<file path="src/rtl/pong_pkg.sv">
// Shared pong geometry, game/update-step enums and the BCD digit helper.
package pong_pkg;

  // Screen and playfield geometry, shared with the renderer.
  localparam int SCR_W    = 640;
  localparam int SCR_H    = 480;
  localparam int TOP      = 128;
  localparam int BOTTOM   = SCR_H - 10;
  localparam int PAD_H    = 48;
  localparam int PAD_L_X0 = 16;
  localparam int PAD_L_X1 = 24;
  localparam int PAD_R_X0 = 616;
  localparam int PAD_R_X1 = 624;
  localparam int BALL_SZ  = 8;

  // Ball home position and paddle start offset.
  localparam logic [9:0] CENTRE_X  = 10'd324;
  localparam logic [9:0] CENTRE_Y  = 10'd303;
  localparam logic [9:0] PAD_START = 10'd147;

  // Ball coordinates are the pixel just past its bottom-right corner, so the
  // collision windows sit a few pixels off the raw paddle/wall edges.
  localparam logic [9:0] WALL_TOP_Y = 10'(TOP + 10);
  localparam logic [9:0] WALL_BOT_Y = 10'(BOTTOM - 1);
  localparam logic [9:0] PAD_L_XLO  = 10'(PAD_L_X0 + 1);
  localparam logic [9:0] PAD_L_XHI  = 10'(PAD_L_X1 + 6);
  localparam logic [9:0] PAD_L_BNC  = 10'(PAD_L_X1 + BALL_SZ - 1);
  localparam logic [9:0] PAD_R_XLO  = 10'(PAD_R_X0 + 1);
  localparam logic [9:0] PAD_R_XHI  = 10'(PAD_R_X1);
  localparam logic [9:0] PAD_R_BNC  = 10'(PAD_R_X0);
  localparam int         PAD_Y_LO   = 2;
  localparam int         PAD_Y_HI   = PAD_H + 6;
  localparam logic [9:0] GOAL_L_X   = 10'(BALL_SZ);
  localparam logic [9:0] GOAL_R_X   = 10'(SCR_W);

  typedef enum logic [1:0] {
    SERVE_WAIT,
    PLAY,
    PAUSE,
    GAME_OVER
  } game_state_t;

  typedef enum logic [2:0] {
    IDLE,
    S_PAD,
    S_BALL,
    S_COLL,
    S_GOAL
  } step_t;

  // Single BCD digit increment that sticks at 9.
  function automatic logic [3:0] bcd_inc(input logic [3:0] d);
    return (d >= 4'd9) ? 4'd9 : d + 4'd1;
  endfunction

endpackage

</file>
<file path="src/rtl/pong_paddle_step.sv">
// Saturating paddle offset update from an up/down button pair.
module pong_paddle_step
  import pong_pkg::*;
#(
  parameter int PAD_SPEED = 4,
  parameter int PAD_MAX   = 294
) (
  input  logic [9:0] offset,
  input  logic       up,
  input  logic       dn,
  output logic [9:0] offset_next
);

  localparam logic [9:0]  SPEED = 10'(PAD_SPEED);
  localparam logic [10:0] LIMIT = 11'(PAD_MAX);

  logic [10:0] sum;

  assign sum = {1'b0, offset} + {1'b0, SPEED};

  // Up-only moves toward 0, down-only toward PAD_MAX; both or neither hold.
  always_comb begin
    offset_next = offset;
    if (up && !dn) begin
      offset_next = (offset >= SPEED) ? offset - SPEED : 10'd0;
    end else if (dn && !up) begin
      offset_next = (sum >= LIMIT) ? LIMIT[9:0] : sum[9:0];
    end
  end

endmodule

</file>
<file path="src/rtl/pong_game_ctrl.sv">
// Per-frame pong sequencer: paddles, ball motion, collisions, goals and score.
module pong_game_ctrl
  import pong_pkg::*;
#(
  parameter int PAD_SPEED    = 4,
  parameter int BALL_SPEED   = 2,
  parameter int PAD_MAX      = 294,
  parameter int WIN_SCORE    = 9,
  parameter int PAUSE_FRAMES = 60
) (
  input  logic        clk,
  input  logic        rst_n,
  input  logic        frame_tick,
  input  logic        btn_l_up,
  input  logic        btn_l_dn,
  input  logic        btn_r_up,
  input  logic        btn_r_dn,
  input  logic        serve,
  output logic [19:0] ball,
  output logic [19:0] ppos,
  output logic [7:0]  score,
  output logic        game_over,
  output logic        busy
);

  localparam int               CNT_W      = $clog2(PAUSE_FRAMES + 2);
  localparam logic [9:0]       BALL_STEP  = 10'(BALL_SPEED);
  localparam logic [3:0]       WIN_DIGIT  = 4'(WIN_SCORE);
  localparam logic [CNT_W-1:0] PAUSE_LOAD = CNT_W'(PAUSE_FRAMES);

  step_t            step;
  game_state_t      gstate;
  logic [9:0]       bx, by, pl, pr;
  logic [9:0]       pl_next, pr_next;
  logic             vx_pos, vy_pos;
  logic [3:0]       sl, sr, sl_inc, sr_inc;
  logic [CNT_W-1:0] pause_cnt;
  logic [9:0]       coll_x, coll_y;
  logic             coll_vx, coll_vy;

  assign ball   = {by, bx};
  assign ppos   = {pr, pl};
  assign score  = {sr, sl};
  assign sl_inc = bcd_inc(sl);
  assign sr_inc = bcd_inc(sr);

  pong_paddle_step #(.PAD_SPEED(PAD_SPEED), .PAD_MAX(PAD_MAX)) u_pad_l (
    .offset      (pl),
    .up          (btn_l_up),
    .dn          (btn_l_dn),
    .offset_next (pl_next)
  );

  pong_paddle_step #(.PAD_SPEED(PAD_SPEED), .PAD_MAX(PAD_MAX)) u_pad_r (
    .offset      (pr),
    .up          (btn_r_up),
    .dn          (btn_r_dn),
    .offset_next (pr_next)
  );

  // True when ball row y overlaps the paddle whose offset is p.
  function automatic logic in_pad(input logic [9:0] y, input logic [9:0] p);
    logic [10:0] lo;
    logic [10:0] hi;
    lo = {1'b0, p} + 11'(TOP + PAD_Y_LO);
    hi = {1'b0, p} + 11'(TOP + PAD_Y_HI);
    return ({1'b0, y} >= lo) && ({1'b0, y} <= hi);
  endfunction

  // Wall and paddle bounces, all judged on the pre-step position/velocity.
  always_comb begin
    coll_x  = bx;
    coll_y  = by;
    coll_vx = vx_pos;
    coll_vy = vy_pos;
    if (!vy_pos && by <= WALL_TOP_Y) begin
      coll_y  = WALL_TOP_Y;
      coll_vy = 1'b1;
    end else if (vy_pos && by >= WALL_BOT_Y) begin
      coll_y  = WALL_BOT_Y;
      coll_vy = 1'b0;
    end
    if (!vx_pos && bx >= PAD_L_XLO && bx <= PAD_L_XHI && in_pad(by, pl)) begin
      coll_x  = PAD_L_BNC;
      coll_vx = 1'b1;
    end else if (vx_pos && bx >= PAD_R_XLO && bx <= PAD_R_XHI && in_pad(by, pr)) begin
      coll_x  = PAD_R_BNC;
      coll_vx = 1'b0;
    end
  end

  // Update sequencer and game FSM; every output is a register.
  always_ff @(posedge clk or negedge rst_n) begin
    if (!rst_n) begin
      step      <= IDLE;
      gstate    <= SERVE_WAIT;
      busy      <= 1'b0;
      game_over <= 1'b0;
      bx        <= CENTRE_X;
      by        <= CENTRE_Y;
      vx_pos    <= 1'b1;
      vy_pos    <= 1'b1;
      pl        <= PAD_START;
      pr        <= PAD_START;
      sl        <= 4'd0;
      sr        <= 4'd0;
      pause_cnt <= '0;
    end else begin
      unique case (step)
        IDLE: begin
          if (frame_tick) begin
            step <= S_PAD;
            busy <= 1'b1;
          end
        end
        S_PAD: begin
          step <= S_BALL;
          if (gstate != GAME_OVER) begin
            pl <= pl_next;
            pr <= pr_next;
          end
        end
        S_BALL: begin
          step <= S_COLL;
          if (gstate == PLAY) begin
            bx <= vx_pos ? bx + BALL_STEP : bx - BALL_STEP;
            by <= vy_pos ? by + BALL_STEP : by - BALL_STEP;
          end
        end
        S_COLL: begin
          step <= S_GOAL;
          if (gstate == PLAY) begin
            bx     <= coll_x;
            by     <= coll_y;
            vx_pos <= coll_vx;
            vy_pos <= coll_vy;
          end
        end
        S_GOAL: begin
          step <= IDLE;
          busy <= 1'b0;
          unique case (gstate)
            SERVE_WAIT: begin
              if (serve) gstate <= PLAY;
            end
            PLAY: begin
              if (bx <= GOAL_L_X) begin
                sr     <= sr_inc;
                vx_pos <= 1'b0;
                if (sr_inc == WIN_DIGIT) begin
                  gstate    <= GAME_OVER;
                  game_over <= 1'b1;
                end else begin
                  gstate    <= PAUSE;
                  pause_cnt <= PAUSE_LOAD;
                end
              end else if (bx >= GOAL_R_X) begin
                sl     <= sl_inc;
                vx_pos <= 1'b1;
                if (sl_inc == WIN_DIGIT) begin
                  gstate    <= GAME_OVER;
                  game_over <= 1'b1;
                end else begin
                  gstate    <= PAUSE;
                  pause_cnt <= PAUSE_LOAD;
                end
              end
            end
            PAUSE: begin
              // The frame whose decrement reaches zero also re-centres.
              if (pause_cnt <= CNT_W'(1)) begin
                pause_cnt <= '0;
                bx        <= CENTRE_X;
                by        <= CENTRE_Y;
                vy_pos    <= 1'b1;
                gstate    <= SERVE_WAIT;
              end else begin
                pause_cnt <= pause_cnt - CNT_W'(1);
              end
            end
            GAME_OVER: begin
              if (serve) begin
                sl        <= 4'd0;
                sr        <= 4'd0;
                bx        <= CENTRE_X;
                by        <= CENTRE_Y;
                gstate    <= SERVE_WAIT;
                game_over <= 1'b0;
              end
            end
            default: gstate <= SERVE_WAIT;
          endcase
        end
        default: begin
          step <= IDLE;
          busy <= 1'b0;
        end
      endcase
    end
  end

endmodule

</file>
<file path="config.mk">
export PLATFORM = sky130hd
export DESIGN_NAME = pong_game_ctrl
export DESIGN_NICKNAME = d
export VERILOG_FILES = /design/src/rtl/pong_pkg.sv /design/src/rtl/pong_paddle_step.sv /design/src/rtl/pong_game_ctrl.sv
export SDC_FILE = /design/constraint.sdc
export NUM_CORES = 1
export LEC_CHECK = 0
export BUFFER_PORTS_ARGS = -buffer_cell sky130_fd_sc_hd__buf_2
export CAP_MARGIN = 20
export CORE_MARGIN = 4
export CORE_UTILIZATION = 45
export DETAILED_ROUTE_END_ITERATION = 8
export SKIP_CTS_REPAIR_TIMING = 1
export SLEW_MARGIN = 20
export SYNTH_ARGS = -nofsm -noshare
export SYNTH_HDL_FRONTEND = slang
export SYNTH_SLANG_ARGS = --single-unit
</file>
<file path="constraint.sdc">
create_clock -name clk -period 10.6 [get_ports clk]
set_input_delay 2.12 -clock clk [delete_from_list [all_inputs] [get_ports clk]]
set_output_delay 2.12 -clock clk [all_outputs]
set_load 0.03 [all_outputs]
</file>
# After elaboration in Yosys (flattened, before gate mapping)
# Index checks and enable logic that the tools add are counted.
# W data, S select, Z words.
# word_totals
ff_bits	63
latchBits	0
ram_bits	0
romBits	0
in_bits	8
n_memories	0
# classes
addsub	15
n_mul	0
n_div	0
magnitude_cmp	19
eq_ne	33
n_shift	0
mux	71
bitwise_logic	1
reduce_logical	41
# ops
operator	n
$mux W10	22
$pmux W10 S3	2
$add A10 B8 Y11 const B	4
$pmux W10 S2	2
$mux W6	5
$reduce_and A5 Y1	5
$mux W4	6
$add A10 B3 Y11 const B	2
$ge A10 B11 Y1	2
$ge A11 B9 Y1 const B	2
$le A10 B11 Y1	2
$ne A3 B3 Y1 const B	7
$add A10 B2 Y10 const B	2
$ge A10 B10 Y1 const B	2
$ge A10 B3 Y1 const B	2
$ne A2 B2 Y1 const B	10
$sub A10 B2 Y10 const B	2
$sub A10 B3 Y10 const B	2
$mux W1	19
$pmux W4 S2	2
$logic_and A1 B1 Y1	14
$reduce_and A7 Y1	2
$pmux W3 S4	1
$pmux W6 S2	1
34 further kinds	60

# Logic depth before layout (Yosys ltp)
# Gate-level depths: netlist of run 1.
# logic_depth
ltp_word	8
mapped_depth	18
mapped_depth_nobuf	17

# Cells and area by module
# Synthesis of run 1 repeated with hierarchy kept, for this count alone.
# unflattened
cells_unflattened	842
area_unflattened_um2	6894.1
# by_module_without_submodules
mod	instances	cells_each	area_each_um2	seq_area_each_um2
pong_game_ctrl	1	586	5285.1	1600.3
pong_paddle_step	2	128	804.5	0.0

# Least setup slack after synthesis of run 1
# No wires, ideal clock.
# synth_path
kind	reg-to-reg
from	register pl[2]
to	register bx[8]
arrival_ns	3.526
required_time_ns	10.518
path_slack_ns	6.992
path_stages_with_launch	13
path_buffers	1
synth_period_minus_slack_ns	3.608
path_cell_list	dfrtp_1 > clkbuf_1 > inv_1 > ha_1 > a2111oi_1 > xor2_1 > ha_1 > a41oi_1 > a31oi_1 > o31ai_1 > and4bb_2 > o21a_1 > mux2_2
# synth_via
elab_chain_cells	7
elab_cells_between_ends	11
# synth_rtl
element	line	text
from (decl)	pong_game_ctrl.sv:33	logic [9:0] bx, by, pl, pr;
from (signal assigned)	pong_game_ctrl.sv:119	pl <= pl_next;
$add A10 B8 Y11, on equally long branches	pong_game_ctrl.sv:65, pong_game_ctrl.sv:66	
$ge A10 B11 Y1 / $le A10 B11 Y1 (equally long branches)	pong_game_ctrl.sv:67	return ({1'b0, y} >= lo) && ({1'b0, y} <= hi);
$logic_and A1 B1 Y1 *	pong_game_ctrl.sv:67	
$logic_and A1 B1 Y1 *	pong_game_ctrl.sv:83	if (!vx_pos && bx >= PAD_L_XLO && bx <= PAD_L_XHI && in_pad(by, pl)) begin
$mux W10	pong_game_ctrl.sv:83	
$mux W10	pong_game_ctrl.sv:132	if (gstate == PLAY) begin
$pmux W10 S3	pong_game_ctrl.sv:109	unique case (step)
to (signal assigned)	pong_game_ctrl.sv:126	bx <= vx_pos ? bx + BALL_STEP : bx - BALL_STEP;
to (signal assigned)	pong_game_ctrl.sv:133	bx <= coll_x;
to (decl)	pong_game_ctrl.sv:33	
# Every way passes the cells marked *; elsewhere a longest branch is shown, timed or not. The select of a mux whose other input is x is not followed.
# A chain may end at the register's enable or synchronous reset.

# Worst setup path in the final report of run 1
# Same ends and word-level chain as after synthesis.

==> reports/qor.yml, run 1 <==
floorplan:
  rows: 42
  initial_core_util: 0.462
  dieHeight_um: 125
  pin_count: 58
  dieArea_um2: 15600
  dieWidth_um: 125
  design.core.area_um2: 13300
timing:
  drv_slew: 0
  hold_viol: 0
  setup_tns_ps: 0
  setup_ws_ps: 6710
  max_slew_margin: 0.402
  whs_ps: 498
  rsz0062_at_grt: "no"
  fin_crit_sh: 0.367
  fin_skew_ps: 7.78
  fmax_mhz: 257
  tightest_slew_ps: 894
  setup_violations: 0
  fin_crit_ps: 3890
layout:
  multiInputGateArea_um2: 4270
  area_growth_pct: 11.7
  fill_cells: 1330
  fin_area_um2: 6880
  ff_latch_area_um2: 1600
  drive_above_1_share: 0.135
  num_antenna_cells: 0
  final_nets: 882
yosys:
  synth_cell_types: 74
  synth_mux_area_frac: 0.0124
  synthSimpleGateAreaFrac: 0.190
  synth_top_family_by_area: "compound AO/OA/AOI/OAI gates"
  synth_fa_ha_area_frac: 0.173
  synth_compound_area_frac: 0.246
  synth_xor_area_frac: 0.0711
  synthTopCellsByCount: "ha_1 (82), nand2_1 (73), a21oi_1 (69)"
  syn_nets: 845
  synth_top_area_cell: "dfrtp_1"
  ys_async_sr_fraction: 1.00
  synthCells: 753
  yosysTopAreaCellShare: 0.179
  synth_most_common_cell: "ha_1"
  synth-seq-area-share: 0.260
  synthesis.area_um2: 6160
  synthTopCellsByArea: "dfrtp_1 (18%), ha_1 (17%), dfstp_2 (8.1%), a21oi_1 (5.6%), nand2_1 (4.4%)"
  yosys_warnings: 0
  ys.flop_type: "dfrtp_1"
  synth_edf_count: 0
  synth-seq-cells: 63
  synth.avg_cell_area_um2: 8.19
global_route:
  grt_max_degree: 64
  track_usage: 0.217
  antenna_found_initial: 0
  grt_pass1_wl_um: 28400
  grt_pass1_vias: 5733
  overflow: 0
worst_hold_path:
  hp-start: "game_over"
  hold_path.class: "register to register"
  min_to: "game_over"
  min_path_cells: 2
clock_network:
  clkTransAtPathRegs_ps: 60
  cts_max_path_buffers: 2
  cts_sinks: 63
  htreeDepth: 3
  root_buffer: "clkbuf_16"
  cts_buffers: 9
  worstSkewPairLatency_ps: 340
  cts_tree: "done"
run:
  cap_violations: 0
worst_setup_path:
  critPathKind: "register to register"
  worst_ep_arrival_time_ps: 4150
  crit_required_ps: 10860
  ff2ff_path_depth: 12
  cp_max_fo: 14
  max_stage_delay_ps: 600
  r2r_end: "bx[8]"
  r2r_start: "pl[2]"
  critPathLaunch: "pl[2]"
  cpMostUsedCell: "ha_1"
  worstSetupStartpointType: "register"
  reg2reg_setup_slack_ps: 6710
  crit_chain: "inv_1 -> ha_1 -> a2111oi_1 -> xor2_1 -> ha_1 -> nand4_1 -> a21o_1 -> a31oi_1 -> o31ai_1 -> and4bb_2 -> o21a_1 -> mux2_2"
  endpoint_kind: "register"
  critPathSlowestCell: "dfrtp_1"
place:
  place.gp.congestion: 0.911
  place_area_um2: 6550
  dp_hpwl_um: 12500
  post-place-ws_ps: 6790
  portBuffers: 57
detailed_routing:
  ant_nets: 0
  vias: 5767
  drt-pass1-iter-count: 5
  wl_um: 16700
  viasPerCell: 5.94
  routedWlPerCell_um: 17.2
  drt_iter0_markers: 408
  drc: 0
status:
  outcome: "finished, final reports clean"
[registers in the layout, indices dropped and copies added (netlist names)]
name / cells
bx: 10
by: 10
pl: 10
pr: 10
pause_cnt: 6
sl: 4
sr: 4
step: 3
gstate: 2
busy: 1
game_over: 1
vx_pos: 1
vy_pos: 1
[worst max-delay path: cells and delay by family (launching register included)]
kind,cells,cell delay [ps]
AO/OA/AOI/OAI,5,1330
adder cells (fa/ha/maj),2,610
flip-flops,1,600
AND/OR/NAND/NOR,2,510
multiplexers,1,370
buffers and inverters,1,240
XOR/XNOR,1,150
[kinds of logic (layout without fill, tap and decap cells)]
logic type,count (synthesis),after routing
AO/OA/AOI/OAI,235,235
multiplexers,7,7
flip-flops,63,63
AND/OR/NAND/NOR,237,237
buffers and inverters,77,119
XOR/XNOR,50,50
adder cells (fa/ha/maj),84,84
[cell type report]
| class | count | share of cell area |
|---|---|---|
| repair buffers | 58 | 0.0425 |
| flip-flops and latches | 63 | 0.233 |
| well taps | 176 | 0.0320 |
| inverters | 45 | 0.0245 |
| clock buffers | 12 | 0.0344 |
| clock inverters | 4 | 0.0138 |
| multi-input cells | 613 | 0.620 |
[cell usage in the layout, fill, tap and decap left out, drive strengths merged, types with 18 or more instances in the layout]
cell	n
ha	82
nand2	73
a21oi	69
buf	58
o21ai	58
nor2	53
inv	44
dfrtp	44
xnor2	27
xor2	23
nand3	22
dfstp	19
nor3	18
[worst max-delay path by stage]
| stage | to | cells past startpoint | slack [ps] |
|---|---|---|---|
| after floorplan | bx[8] | 12 | 6990 |
| after global placement | bx[8] | 6 | 6830 |
| after detailed placement | bx[8] | 6 | 6790 |
| after CTS | bx[8] | 12 | 6730 |
| after global routing | bx[8] | 11 | 6390 |
| final | bx[8] | 12 | 6710 |
[routing by layer]
metal | track usage | share of wire | vias to the layer above
met5 | 0 | 0 | -
met4 | 0.0753 | 0.019 | 0
met3 | 0.0316 | 0.047 | 26
met2 | 0.350 | 0.46 | 174
met1 | 0.298 | 0.47 | 2740
li1 | - | - | 2827
[metrics by stage]
step	std cells	utilization
2_1_floorplan	753	-
3_3_place_gp	955	0.491
3_5_place_dp	955	0.491
4_1_cts	971	0.516
5_1_grt	971	0.516
6_report	971	0.516
Power of run 1 is not shown: default switching activity piles up to over one toggle a cycle in this logic, so the estimate is an artifact.
==> run 2, diff against run 1 <==
ABC_AREA = 1   (was not set)
clock period = 3.94 ns   (was 10.6 ns; I/O delays follow)
==> run 2 against run 1 <==
Against the previous run: non-clock buffer count is 2 higher; clock skew hardly changed; first-iteration DRC count is 0.25% lower; count of clock-buffer cells in the layout stayed put; die area is 2.8% higher; worst setup slack worse by 6300 ps; via count is 4.4% higher; global-route usage is 0.14 points higher; register-to-register slack worse by 6300 ps; synthesized cell count is 22% higher; critical path type unchanged; highest routed layer unchanged.
==> reports/qor.yml, run 2 <==
layout:
  area_growth_pct: 12.1
  final_cell_mix: "nand2_1 (214), inv_1 (118), nor2_1 (84)"
  postLayoutCoreUtil: 0.515
  final_common_cell: "nand2_1"
  num_antenna_cells: 0
  drive_above_1_share: 0.131
  fin_area_um2: 7120
  fin_cells: 1154
  final_nets: 1062
  fill_cells: 1413
worst_hold_path:
  hold_path.class: "primary input to asynchronous set/reset pin"
worst_setup_path:
  critPathKind: "register to register"
  cp_max_fo: 13
  endpoint_kind: "register"
  worst_ep_arrival_time_ps: 3740
  worstSetupStartpointType: "register"
  crit_required_ps: 4160
floorplan:
  initial_core_util: 0.459
  rows: 43
  dieWidth_um: 127
  dieArea_um2: 16100
  dieHeight_um: 127
  pin_count: 58
  design.core.area_um2: 13800
yosys:
  synthCells: 915
  synth_cell_types: 44
  synthesis.area_um2: 6350
  synth-seq-cells: 63
  synth_top_area_cell: "dfrtp_1"
  yosysTopAreaCellShare: 0.173
  synth_most_common_cell: "nand2_1"
  synth_edf_count: 0
  synthTopCellsByArea: "dfrtp_1 (17%), ha_1 (16%), nand2_1 (13%), dfstp_2 (7.9%), inv_1 (7.0%)"
  yosys_warnings: 0
  synthTopCellsByCount: "nand2_1 (214), inv_1 (118), nor2_1 (84)"
  synth.avg_cell_area_um2: 6.94
  ys_async_sr_fraction: 1.00
  synth-seq-area-share: 0.252
  syn_nets: 1007
  ys.flop_type: "dfrtp_1"
detailed_routing:
  routedWlPerCell_um: 14.6
  ant_nets: 0
  drt_iter0_markers: 407
  drt-pass1-iter-count: 5
  wl_um: 16800
  vias: 6022
  viasPerCell: 5.22
  drc: 0
timing:
  fin_crit_ps: 3520
  max_slew_margin: 0.576
  rsz0062_at_grt: "no"
  setup_violations: 0
  fin_skew_ps: 7.60
  hold_viol: 0
  tightest_slew_ps: 637
  drv_slew: 0
  fmax_mhz: 284
  fin_crit_sh: 0.892
  setup_tns_ps: 0
global_route:
  track_usage: 0.218
  antenna_found_initial: 0
  grt_max_degree: 50
  overflow: 0
  grt_pass1_vias: 5865
  grt_pass1_wl_um: 28800
status:
  outcome: "finished, final reports clean"
clock_network:
  cts_max_path_buffers: 2
  clkTransAtPathRegs_ps: 50
  htreeDepth: 3
  cts_buffers: 9
  root_buffer: "clkbuf_16"
  worstSkewPairLatency_ps: 340
  cts_sinks: 63
  cts_tree: "done"
place:
  place_area_um2: 6790
  dp_hpwl_um: 12800
  place.gp.congestion: 0.901
  portBuffers: 57
  dp_cells: 1139
run:
  cap_violations: 0
## run 2: changes by cell type in the layout (fill, tap and decap cells not counted), moves of 10 or more
cell and delta:
nand2_1 +141, inv_1 +74, nand3_1 +41, nor2_1 +31, xnor2_1 -22, xor2_1 +19, a21oi_1 -16, a21o_1 -11
nand2b_1 -11, o21ai_0 +10
## run 2: worst max-delay path, cell delays in order, from the launching register on
cell and delay (ps):
dfstp_2 610, inv_1 130, ha_1 220, or2_2 300, nand2_1 100, o21ai_0 130
a21oi_1 190, xor2_1 180, ha_1 270, and3_1 180, nand2_1 60, nand2_1 60
a21oi_2 210, nand2_2 100, nand2_2 100, inv_2 40, nand2_2 200, nand2_2 180
nand2_1 90, nand2_1 50
## run 2: worst paths after layout
| check | slack [ps] | cells past startpoint | startpoint | to |
|---|---|---|---|---|
| max in group asynchronous | 2600 | 2 | rst_n | pause_cnt[2] |
| worst min-delay path | 360 | 1 | rst_n | pl[5] |
| worst max register to register | 420 | 19 | pl[1] | bx[1] |
| min in group clk | 470 | 2 | vx_pos | vx_pos |
| worst max-delay path | 420 | 19 | pl[1] | bx[1] |
| worst min register to register | 470 | 2 | vx_pos | vx_pos |
## run 2: cell type report
type | count | area (µm²) | area share
Clock buffer | 12 | 267 | 0.0374
Timing Repair Buffer | 60 | 308 | 0.0432
Sequential cell | 63 | 1600 | 0.225
Tap cell | 180 | 225 | 0.0316
Multi-Input combinational cell | 709 | 4180 | 0.587
Inverter | 127 | 477 | 0.0670
Clock inverter | 3 | 65.1 | 0.00914
## run 2: cells by family after synthesis
logic type,after synthesis,share of synthesized area
simple gates,423,0.289
compound gates,155,0.136
buf+inv,143,0.0903
fa+ha+maj,84,0.168
flops,63,0.252
xor+xnor,47,0.0648
## run 2: routing by layer
| metal | vias up | track usage | wire, µm |
|---|---|---|---|
| li1 | 3116 | - | - |
| met1 | 2746 | 0.299 | 8170 |
| met2 | 143 | 0.360 | 7770 |
| met3 | 17 | 0.0316 | 682 |
| met4 | 0 | 0.0618 | 211 |
| met5 | - | 0 | 0 |
## run 2: metrics by stage
| stage | hold slack, ps | worst slack [ps] |
|---|---|---|
| final | 365 | 424 |
| after global placement | 467 | 575 |
| after global routing | 377 | 158 |
| after CTS | 366 | 449 |
| after floorplan | 449 | 752 |
| after detailed placement | 468 | 477 |
Power of run 2 is left out for the same reason.
==> run 3, diff against run 2 <==
PLACE_DENSITY = 0.63   (was not set)
==> run 3 against run 2 <==
Against the previous run: non-clock buffer count did not move; critical endpoint is now bx[7]; cell area is 1.0% lower; wire length is 1.8% lower; critical path depth unchanged.
==> reports/qor.yml, run 3 (synthesis gave the netlist of run 2 again) <==
timing:
  drv_slew: 0
  tightest_slew_ps: 768
  max_slew_margin: 0.488
  fin_crit_sh: 0.895
  hold_viol: 0
  fmax_mhz: 284
  setup_violations: 0
  setup_tns_ps: 0
  fin_crit_ps: 3530
  rsz0062_at_grt: "no"
  fin_skew_ps: 6.75
detailed_routing:
  drc: 0
  viasPerCell: 5.21
  drt-pass1-iter-count: 5
  drt_iter0_markers: 432
  ant_nets: 0
  routedWlPerCell_um: 14.3
  vias: 6018
  wl_um: 16500
worst_hold_path:
  hold_path.class: "register to register"
floorplan:
  pin_count: 58
  dieHeight_um: 127
  dieArea_um2: 16100
  design.core.area_um2: 13800
  dieWidth_um: 127
  rows: 43
  initial_core_util: 0.459
layout:
  final_common_cell: "nand2_1"
  drive_above_1_share: 0.127
  final_nets: 1062
  area_growth_pct: 11.0
  num_antenna_cells: 0
  final_cell_mix: "nand2_1 (214), inv_1 (118), nor2_1 (84)"
global_route:
  overflow: 0
  track_usage: 0.214
  antenna_found_initial: 0
  grt_pass1_wl_um: 28400
  grt_pass1_vias: 5742
  grt_max_degree: 33
worst_setup_path:
  critPathTopFamily: "simple AND/OR/NAND/NOR gates"
  cp_max_fo: 13
  worst_ep_arrival_time_ps: 3750
  critPathSlowestCell: "dfstp_2"
  endpoint_kind: "register"
  crit_chain: "inv_1 -> ha_1 -> or2_2 -> nand2_1 -> o21ai_0 -> a21oi_1 -> xor2_1 -> ha_1 -> and3_1 -> nand2_1 -> nand2_1 -> a21oi_2 -> nand2_2 -> nand2_2 -> inv_2 -> nand2_2 -> nand2_2 -> nand2_1 -> nand2_1"
  crit_required_ps: 4170
  max_stage_delay_ps: 620
  cp_num_buf_inv: 2
  cpMostUsedCell: "nand2_1"
  worstSetupStartpointType: "register"
  critPathKind: "register to register"
place:
  place.gp.congestion: 0.888
  portBuffers: 57
  dp_hpwl_um: 12700
clock_network:
  clkTransAtPathRegs_ps: 60
  htreeDepth: 3
  root_buffer: "clkbuf_16"
  cts_max_path_buffers: 2
  cts_sinks: 63
  cts_tree: "done"
  cts_buffers: 9
  worstSkewPairLatency_ps: 340
run:
  cap_violations: 0
status:
  outcome: "finished, final reports clean"
==> run 3: cell type report <==
class | instances | area [µm²]
fillers | 1406 | 6780
multi-input cells | 709 | 4180
flip-flops and latches | 63 | 1600
clock buffers | 14 | 254
well taps | 180 | 225
repair buffers | 60 | 308
inverters | 127 | 477
clock inverters | 1 | 5.00
==> run 3: stage by stage <==
stage / area [µm²] / std cells / hold slack (ps) / util / setup slack [ps]
floorplan: 6350 / 915 / 449 / - / 752
global placement: 6790 / 1139 / 464 / 0.491 / 539
detailed placement: 6790 / 1139 / 472 / 0.491 / 444
CTS: 7040 / 1154 / 479 / 0.509 / 423
global route: 7040 / 1154 / 498 / 0.509 / 163
finish: 7040 / 1154 / 479 / 0.509 / 413
==> run 3: final timing paths <==
check,startpoint,slack [ps],depth (start not counted),to
min,vx_pos,480,2,vx_pos
max,pl[1],410,19,bx[7]
min reg2reg,vx_pos,480,2,vx_pos
max in group asynchronous,rst_n,2620,2,by[5]
min in group asynchronous,rst_n,530,1,pl[3]
max reg2reg,pl[1],410,19,bx[7]
==> run 3: worst reg2reg max path, delay by kind of cell, from the launching register on <==
kind,cells,cell delay (ps)
AND/OR/NAND/NOR,11,1430
XOR/XNOR,1,170
AO/OA/AOI/OAI,3,530
flip-flops,1,620
adder cells (fa/ha/maj),2,500
buffers and inverters,2,180
==> run 3: per-layer routing <==
metal / up-vias / routed length [µm] / GRT usage
li1: 3127 / - / -
met1: 2740 / 7940 / 0.297
met2: 137 / 7670 / 0.348
met3: 14 / 746 / 0.0345
met4: 0 / 177 / 0.0524
met5: - / 0 / 0
Power of run 3 is left out for the same reason.
